**src/rtl/sparc_id_pkg.sv**
```systemverilog
// Shared encodings and the ID-stage control bundle for the SPARC-subset front end.
package sparc_id_pkg;

  localparam int ADDR_W = 8;

  typedef enum logic [1:0] {
    OP_FMT2  = 2'b00,
    OP_CALL  = 2'b01,
    OP_ARITH = 2'b10,
    OP_MEM   = 2'b11
  } op_e;

  localparam logic [2:0] OP2_BICC  = 3'b010;
  localparam logic [2:0] OP2_SETHI = 3'b100;

  localparam logic [5:0] OP3_JMPL     = 6'b111000;
  localparam logic [5:0] OP3_ALU_MAX  = 6'h1F;
  localparam logic [5:0] OP3_SHIFT_LO = 6'h25;
  localparam logic [5:0] OP3_SHIFT_HI = 6'h27;
  localparam logic [5:0] OP3_MEM_MAX  = 6'h07;
  localparam logic [5:0] OP3_LDSB     = 6'h09;
  localparam logic [5:0] OP3_LDSH     = 6'h0A;

  localparam logic [5:0] ALU_ADD   = 6'b000000;
  localparam logic [5:0] ALU_PASSB = 6'b001110;

  typedef enum logic [1:0] {
    SIZE_BYTE   = 2'b00,
    SIZE_HALF   = 2'b01,
    SIZE_WORD   = 2'b10,
    SIZE_DOUBLE = 2'b11
  } size_e;

  typedef struct packed {
    logic       jmpl_instr;
    logic       read_write;
    logic       se_dm;
    logic       load_instr;
    logic       rf_enable;
    logic [1:0] size_dm;
    logic       modify_cc;
    logic       call_instr;
    logic [5:0] alu_op3;
  } ctrl_t;

  // The low two op3 bits of a load/store name the access width in SPARC's own order.
  function automatic logic [1:0] size_from_op3(input logic [1:0] low);
    logic [1:0] sz;
    case (low)
      2'b01:   sz = SIZE_BYTE;
      2'b10:   sz = SIZE_HALF;
      2'b00:   sz = SIZE_WORD;
      default: sz = SIZE_DOUBLE;
    endcase
    return sz;
  endfunction

endpackage

```
**src/rtl/sparc_id_decoder.sv**
```systemverilog
// Combinational ID-stage decoder: instruction word in, unmuxed control bundle out.
// ILLEGAL_FLAG_EN adds an illegal_instr output for nonzero unrecognised words.
module sparc_id_decoder
  import sparc_id_pkg::*;
(
  input  logic [31:0] instr,
  output ctrl_t       ctrl,
  output logic        b_instr,
  output logic        a_bit
`ifdef ILLEGAL_FLAG_EN
  ,
  output logic        illegal_instr
`endif
);

  logic [2:0] op2;
  logic [5:0] op3;
  logic       legal;
  logic       unused_bits;

  assign op2 = instr[24:22];
  assign op3 = instr[24:19];
  assign unused_bits = ^{instr[28:25], instr[18:0]};

  // Anything not matched below leaves the whole bundle at zero.
  always_comb begin
    ctrl    = '0;
    b_instr = 1'b0;
    a_bit   = 1'b0;
    legal   = 1'b0;
    case (instr[31:30])
      OP_CALL: begin
        legal           = 1'b1;
        ctrl.call_instr = 1'b1;
        ctrl.rf_enable  = 1'b1;
        ctrl.alu_op3    = ALU_ADD;
      end
      OP_FMT2: begin
        if (op2 == OP2_BICC) begin
          legal   = 1'b1;
          b_instr = 1'b1;
          a_bit   = instr[29];
        end else if (op2 == OP2_SETHI) begin
          legal          = 1'b1;
          ctrl.rf_enable = 1'b1;
          ctrl.alu_op3   = ALU_PASSB;
        end
      end
      OP_ARITH: begin
        if (op3 <= OP3_ALU_MAX || (op3 >= OP3_SHIFT_LO && op3 <= OP3_SHIFT_HI)) begin
          legal          = 1'b1;
          ctrl.rf_enable = 1'b1;
          ctrl.alu_op3   = op3;
          ctrl.modify_cc = op3[4];
        end else if (op3 == OP3_JMPL) begin
          legal           = 1'b1;
          ctrl.jmpl_instr = 1'b1;
          ctrl.rf_enable  = 1'b1;
          ctrl.alu_op3    = ALU_ADD;
        end
      end
      default: begin
        // op3[2] separates stores from loads; op3[3] marks the signed loads.
        if (op3 <= OP3_MEM_MAX || op3 == OP3_LDSB || op3 == OP3_LDSH) begin
          legal           = 1'b1;
          ctrl.alu_op3    = ALU_ADD;
          ctrl.load_instr = ~op3[2];
          ctrl.read_write = op3[2];
          ctrl.rf_enable  = ~op3[2];
          ctrl.se_dm      = op3[3];
          ctrl.size_dm    = size_from_op3(op3[1:0]);
        end
      end
    endcase
  end

`ifdef ILLEGAL_FLAG_EN
  assign illegal_instr = ~legal && (instr != 32'h0);
`else
  logic unused_legal;
  assign unused_legal = legal;
`endif

endmodule

```
**src/rtl/sparc_id_control.sv**
```systemverilog
// Fetch-to-decode front end: byte memory, IF/ID register, decoder and NOP-insertion mux.
// ILLEGAL_FLAG_EN adds the illegal_instr output (not masked by S).
module sparc_id_control
  import sparc_id_pkg::*;
#(
  parameter int MEM_DEPTH = 256
)
(
  input  logic        Clk,
  input  logic        R,
  input  logic        mem_we,
  input  logic [7:0]  mem_waddr,
  input  logic [7:0]  mem_wdata,
  input  logic [7:0]  pc,
  input  logic        LE,
  input  logic        S,
  output logic [31:0] instr,
  output logic        jmpl_instr,
  output logic        read_write,
  output logic        se_dm,
  output logic        load_instr,
  output logic        rf_enable,
  output logic [1:0]  size_dm,
  output logic        modify_cc,
  output logic        call_instr,
  output logic [5:0]  alu_op3,
  output logic        b_instr,
  output logic        a_bit
`ifdef ILLEGAL_FLAG_EN
  ,
  output logic        illegal_instr
`endif
);

  logic [7:0]        mem [MEM_DEPTH];
  logic [ADDR_W-1:0] pc1, pc2, pc3;
  logic [31:0]       fetch_word;
  ctrl_t             ctrl_dec, ctrl_out;

  // Preload memory is never reset; its contents survive R.
  always_ff @(posedge Clk) begin
    if (mem_we) mem[mem_waddr] <= mem_wdata;
  end

  // 8-bit address arithmetic gives the modulo-256 wrap for free.
  assign pc1 = pc + 8'd1;
  assign pc2 = pc + 8'd2;
  assign pc3 = pc + 8'd3;
  assign fetch_word = {mem[pc], mem[pc1], mem[pc2], mem[pc3]};

  always_ff @(posedge Clk) begin
    if (R)       instr <= 32'h0;
    else if (LE) instr <= fetch_word;
  end

  sparc_id_decoder u_decoder (
    .instr        (instr),
    .ctrl         (ctrl_dec),
    .b_instr      (b_instr),
    .a_bit        (a_bit)
`ifdef ILLEGAL_FLAG_EN
    ,
    .illegal_instr(illegal_instr)
`endif
  );

  // Bubble insertion only kills the pipeline-bound bundle; branch info still reaches fetch.
  assign ctrl_out = S ? '0 : ctrl_dec;

  assign jmpl_instr = ctrl_out.jmpl_instr;
  assign read_write = ctrl_out.read_write;
  assign se_dm      = ctrl_out.se_dm;
  assign load_instr = ctrl_out.load_instr;
  assign rf_enable  = ctrl_out.rf_enable;
  assign size_dm    = ctrl_out.size_dm;
  assign modify_cc  = ctrl_out.modify_cc;
  assign call_instr = ctrl_out.call_instr;
  assign alu_op3    = ctrl_out.alu_op3;

endmodule

```
**config.mk**
```make
export PLATFORM = sky130hd
export DESIGN_NAME = sparc_id_control
export DESIGN_NICKNAME = d
export VERILOG_FILES = /design/src/rtl/sparc_id_pkg.sv /design/src/rtl/sparc_id_decoder.sv /design/src/rtl/sparc_id_control.sv
export SDC_FILE = /design/constraint.sdc
export NUM_CORES = 2
export LEC_CHECK = 0
export ABC_AREA = 0
export CAP_MARGIN = 20
export CORE_UTILIZATION = 35
export CTS_CLUSTER_DIAMETER = 100
export CTS_CLUSTER_SIZE = 28
export DETAILED_ROUTE_END_ITERATION = 10
export MAX_ROUTING_LAYER = met4
export SLEW_MARGIN = 10
export SYNTH_ARGS = -nofsm -noshare
export SYNTH_HDL_FRONTEND = slang
export SYNTH_SLANG_ARGS = --single-unit
```
**constraint.sdc**
```tcl
create_clock -name Clk -period 8.4 [get_ports Clk]
set_input_delay 1.26 -clock Clk [delete_from_list [all_inputs] [get_ports Clk]]
set_output_delay 1.26 -clock Clk [all_outputs]
set_load 0.01 [all_outputs]
```
-- Yosys cells after proc, flatten, opt, wreduce, memory -nomap -nowiden
Memory sizes are Yosys's and may differ from the RTL's. A register that Yosys moved wholly into a read port is not among the register bits.
Cells that the tools add are included.
- register bits after elaboration: 0
- bits in latches: 0
- bits in writable memories: 2048
- memory bits (read-only): 0
- bits of input ports: 29
- word-level logic and storage cells: 50
- memories kept: 1
- memories (memory ; words ; width ; rd ports ; clocked after memory_dff ; wr ports ; RTL line ; RTL):
    mem ; 256 ; 8 ; 4 ; 4 ; 1 ; sparc_id_control.sv:35 ; logic [7:0] mem [MEM_DEPTH];
- add/sub/neg operators: 3
- multiply operators: 0
- divide/modulo/power cells: 0
- $lt $le $gt $ge: 4
- equal/unequal tests: 9
- shift operators: 0
- multiplexer cells: 25
- bitwise logic cells: 1
- reduce and logical (&&, ||, !) cells: 7
- operators with widths (cell ; count):
    2-to-1 mux 6 bit ; 3
    adder 8 x 2 -> 8 bit, second input constant ; 2
    2-to-1 mux 1 bit ; 15
    2-to-1 mux 15 bit ; 1
    == test 6 x 4 -> 1 bit, second input constant ; 2
    one-hot mux 6 bit (2 select lines) ; 1
    adder 8 x 1 -> 8 bit, second input constant ; 1
    == test 6 bit, second input constant ; 1
    >= comparator 6 bit, second input constant ; 1
    less-or-equal comparator 6 x 3 -> 1 bit, second input constant ; 1
    less-or-equal comparator 6 x 5 -> 1 bit, second input constant ; 1
    less-or-equal comparator 6 bit, second input constant ; 1
    one-hot mux 2 bit (3 select lines) ; 1
    == test 2 x 1 -> 1 bit, second input constant ; 2
    == test 2 bit, second input constant ; 2
    zero test 2 bit ; 2
    2-to-1 mux 4 bit ; 1
    == test 3 x 2 -> 1 bit, second input constant ; 1
    == test 3 bit, second input constant ; 1
    logical OR 1 bit ; 3
    2-to-1 mux 3 bit ; 1
    one-hot mux 1 bit (3 select lines) ; 1
    OR reduction 3 bit ; 1
    2-to-1 mux 2 bit ; 1
    2 further kinds ; 2

-- Longest topological paths before layout
- word-level depth: 6
- depth in mapped cells: 20
- depth with buffers taken out: 9

-- Cells and area by module
From an unflattened synthesis, not the netlist that was laid out.
- cells, all modules: 7249
- area, all modules: 129950.9 µm²
- by module, submodules not included (module ; times used ; cells each ; area each (µm²) ; sequential area each (µm²)):
    sparc_id_control ; 1 ; 7198 ; 129579.3 ; 62139.6
    sparc_id_decoder ; 1 ; 51 ; 371.6 ; 0.0

-- Worst setup path after synthesis
OpenSTA, ideal clock, no wires.
- kind: input -> register
- from: in pc[0]
- to: reg instr[6] (read register of mem)
- setup time: 120 ps
- arrival: 5006 ps
- data required time: 8280 ps
- path slack: 3275 ps
- stages on the path: 18
- path buffers: 9
- cells stage by stage: buf_6 buf_6 buf_6 buf_2 inv_1 buf_4 buf_2 ha_1 buf_4 xor2_2 buf_4 buf_2 mux2_2 o2111ai_1 o221ai_1 a2111oi_1 a31oi_1 a211o_1
- word-level cells in the longest chain between the ends: 1
- RTL lines (item ; RTL line ; RTL):
    from (decl) ; sparc_id_control.sv:14 ; input logic [7:0] pc,
    adder 8 x 2 -> 8 bit ; sparc_id_control.sv:48 ; assign pc3 = pc + 8'd3;
    to (decl) ; sparc_id_control.sv:17 ; output logic [31:0] instr,
No other way between the ends.

-- Final worst setup path
- from: in pc[1]
- to: reg instr[7] (read register of mem)
Same word-level chain as after synthesis.

==> results.py <==
metrics = {
    "synth": {
        "synth_cell_type_count": 80,
        "ys_ff_latch": 2080,
        "yosysWarnings": 0,
        "async_reset_ff_frac": 0,
        "synthTopCellsByArea": "edfxtp_1 47%, mux4_2 34%, mux2i_1 5.7%",
        "syn_inst": 7829,
        "synth_top_cell_area_share": 0.469,
        "yosysTopAreaCell": "edfxtp_1",
        "synth_edf_count": 2048,
        "synth.avg_cell_area_sq_um": 16.7,
        "synthFlopType": "edfxtp_1",
        "synthesis.nets": 7868,
        "syn-cell-area_sq_um": 131000,
        "synth-seq-area-share": 0.474,
    },
    "sta": {
        "rsz0062_at_grt": "false",
        "fin_worst_skew_ns": 0.0523,
        "setup_ws_ns": 2.12,
        "period_share": 0.748,
        "hold_viol": 0,
        "setup_tns_ns": 0,
        "maxSlewHeadroom": 0.0539,
        "setup_viol": 0,
        "drv_slew": 0,
        "fin_crit_ns": 6.28,
        "fmaxAchievable_ghz": 0.159,
        "tightest_slew_ns": 1.42,
    },
    "placed_design": {
        "gp_congestion": 1.02,
        "pre_cts_ws_ns": 1.45,
        "placed_cells_incl_taps": 12500,
        "hpwl_mm": 363,
        "port_buffers": 77,
    },
    "power_and_ir_drop": {
        "ir_drop_v": 0.000187,
        "p_per_area_nw_per_um2": 160,
        "p_leak_nw": 44.2,
    },
    "detailed_routing": {
        "wl_mm": 530,
        "drt.antenna.violating_nets": 0,
        "drtPass1Iterations": 11,
        "vias_per_cell": 7.15,
        "drt_iter0_markers": 16400,
        "avgRoutedWirePerCell_um": 41.6,
        "vias": 91200,
        "post-route-drc-count": 16,
    },
    "critical_path": {
        "timing_worst_setup_path_type": "in2reg",
        "critPathLaunchType": "input port",
        "required_ns": 9.11,
        "crit_fanout": 61,
        "worst_setup_path_end_kind": "register",
        "arrival_ns": 6.99,
    },
    "clock_network": {
        "numClockSinks": 2080,
        "numCtsBuffers": 98,
        "cts_tree": "done",
        "cts_max_level": 3,
        "cts_setup_buffers": 0,
        "ctsResizeCount": 0,
        "clockRootBuffer": "clkbuf_16",
        "cts.clk_slew.worst_paths_ns": 0.11,
        "cts_hold_buf": 0,
        "clock_latency_ns": 0.86,
        "clockBufferDepth": 3,
    },
    "global_route": {
        "grt_antenna_before_repair": 43,
        "grt_pass1_vias": 85700,
        "grt_max_degree": 194,
        "grt_overflow": 0,
        "track_usage": 0.284,
        "grt_pass1_wl_mm": 721,
    },
    "final_layout": {
        "most-common-layout-cells": "2048 x edfxtp_1, 1962 x mux4_2, 744 x mux2i_1",
        "nNetsFinal": 7721,
        "area_delta_synth_final_pct": 7.83,
        "final_common_cell": "edfxtp_1",
        "drive_gt1_frac": 0.346,
        "post-route-util": 0.379,
        "final_cells": 12700,
    },
    "outcome": {
        "status": "finished, violations left",
        "violations": "DRC",
    },
    "floorplan": {
        "die_h_um": 614,
        "start_util": 0.352,
        "core_area_sq_um": 372000,
        "boundaryPins": 78,
        "dieWidth_um": 614,
        "rows": 224,
        "design.die.area_sq_um": 377000,
    },
    "flow_run": {
        "drv_cap": 0,
    },
    "hold_path": {
        "hp-class": "reg2reg",
    },
}
-- metal layers --
metal / global-route usage / wire [um]
met5: - / 0
met3: 0.0920 / 76600
met2: 0.406 / 232000
met1: 0.354 / 184000
met4: 0.161 / 37400
-- power breakdown --
| group | total, mW | leakage, nW | internal (mW) | switching, mW |
|---|---|---|---|---|
| Combinational | 4.87 | 24.0 | 1.77 | 3.10 |
| Sequential | 11.5 | 18.7 | 11.4 | 0.0953 |
| Clock | 6.21 | 1.57 | 2.45 | 3.75 |
-- critical path, stage by stage --
cell and delay [ns]:
buf_8 0.42, clkinv_1 0.14, buf_4 0.28, ha_4 0.85
buf_4 0.82, mux4_2 0.42, nand2_1 0.08, and3_1 0.24
a211oi_1 0.14, buf_4 0.23, nor4_1 1.00, a31oi_1 0.17
buf_4 0.25, or4_1 0.41
-- cells in the mapped netlist (all sizes together) (11+ instances only) --
library cell  instances
nand2               570
edfxtp             2048
a221oi              164
a211oi               57
buf                 551
mux2i               744
xnor2                15
and3                 64
mux2                 11
a21oi               140
inv                  14
clkbuf              228
o21ai               107
nor3                 37
a222oi               41
nand3               186
nand2b               11
nor2                330
o221ai               33
nor2b                23
a22oi                97
dfxtp                32
a31oi                56
nor4                 44
o211ai               12
o22ai                61
nand4                25
a311oi               17
mux4               1964
-- metrics by stage --
step	total power, mW	cell area [sq um]	hold WS (ns)
2_1_floorplan	14.5	131000	0.501
3_3_place_gp	16.4	137000	0.685
3_5_place_dp	16.4	138000	0.695
4_1_cts	22.5	141000	0.709
5_1_grt	22.9	141000	0.712
6_report	22.6	141000	0.685
-- flip-flops by register name, indices dropped and copies added, names as in the netlist --
register,cells
mem,2048
instr,32
-- final cells by class --
| class | instances | area (sq um) |
|---|---|---|
| diodes | 30 | 75.1 |
| clock buffers | 111 | 2560 |
| clock inverters | 48 | 687 |
| fillers | 33900 | 231000 |
| inverters | 16 | 75.1 |
| multi-input cells | 4954 | 64700 |
| flip-flops and latches | 2080 | 62100 |
| well taps | 4972 | 6220 |
| repair buffers | 532 | 4870 |
-- cell families (layout without fill, tap and decap cells) --
family	after synthesis	in the layout	synth area share
AND/OR/NAND/NOR	1337	1337	0.0449
multiplexers	2719	2719	0.395
adder cells (fa/ha/maj)	10	10	0.000955
flip-flops	2080	2080	0.474
other	0	30	0
XOR/XNOR	18	18	0.00160
buffers and inverters	795	707	0.0354
AO/OA/AOI/OAI	870	870	0.0478
-- path summary, 6_finish.rpt --
path / startpoint / to / slack [ns] / depth (start not counted)
setup reg to reg: mem[185][6] / instr[14] / 4.53 / 7
hold / removal: instr[28] / instr[28] / 0.69 / 2
setup / recovery: pc[1] / instr[7] / 2.12 / 14
hold reg to reg: instr[28] / instr[28] / 0.69 / 2
Note: power is estimated with default switching activity, not from simulation.
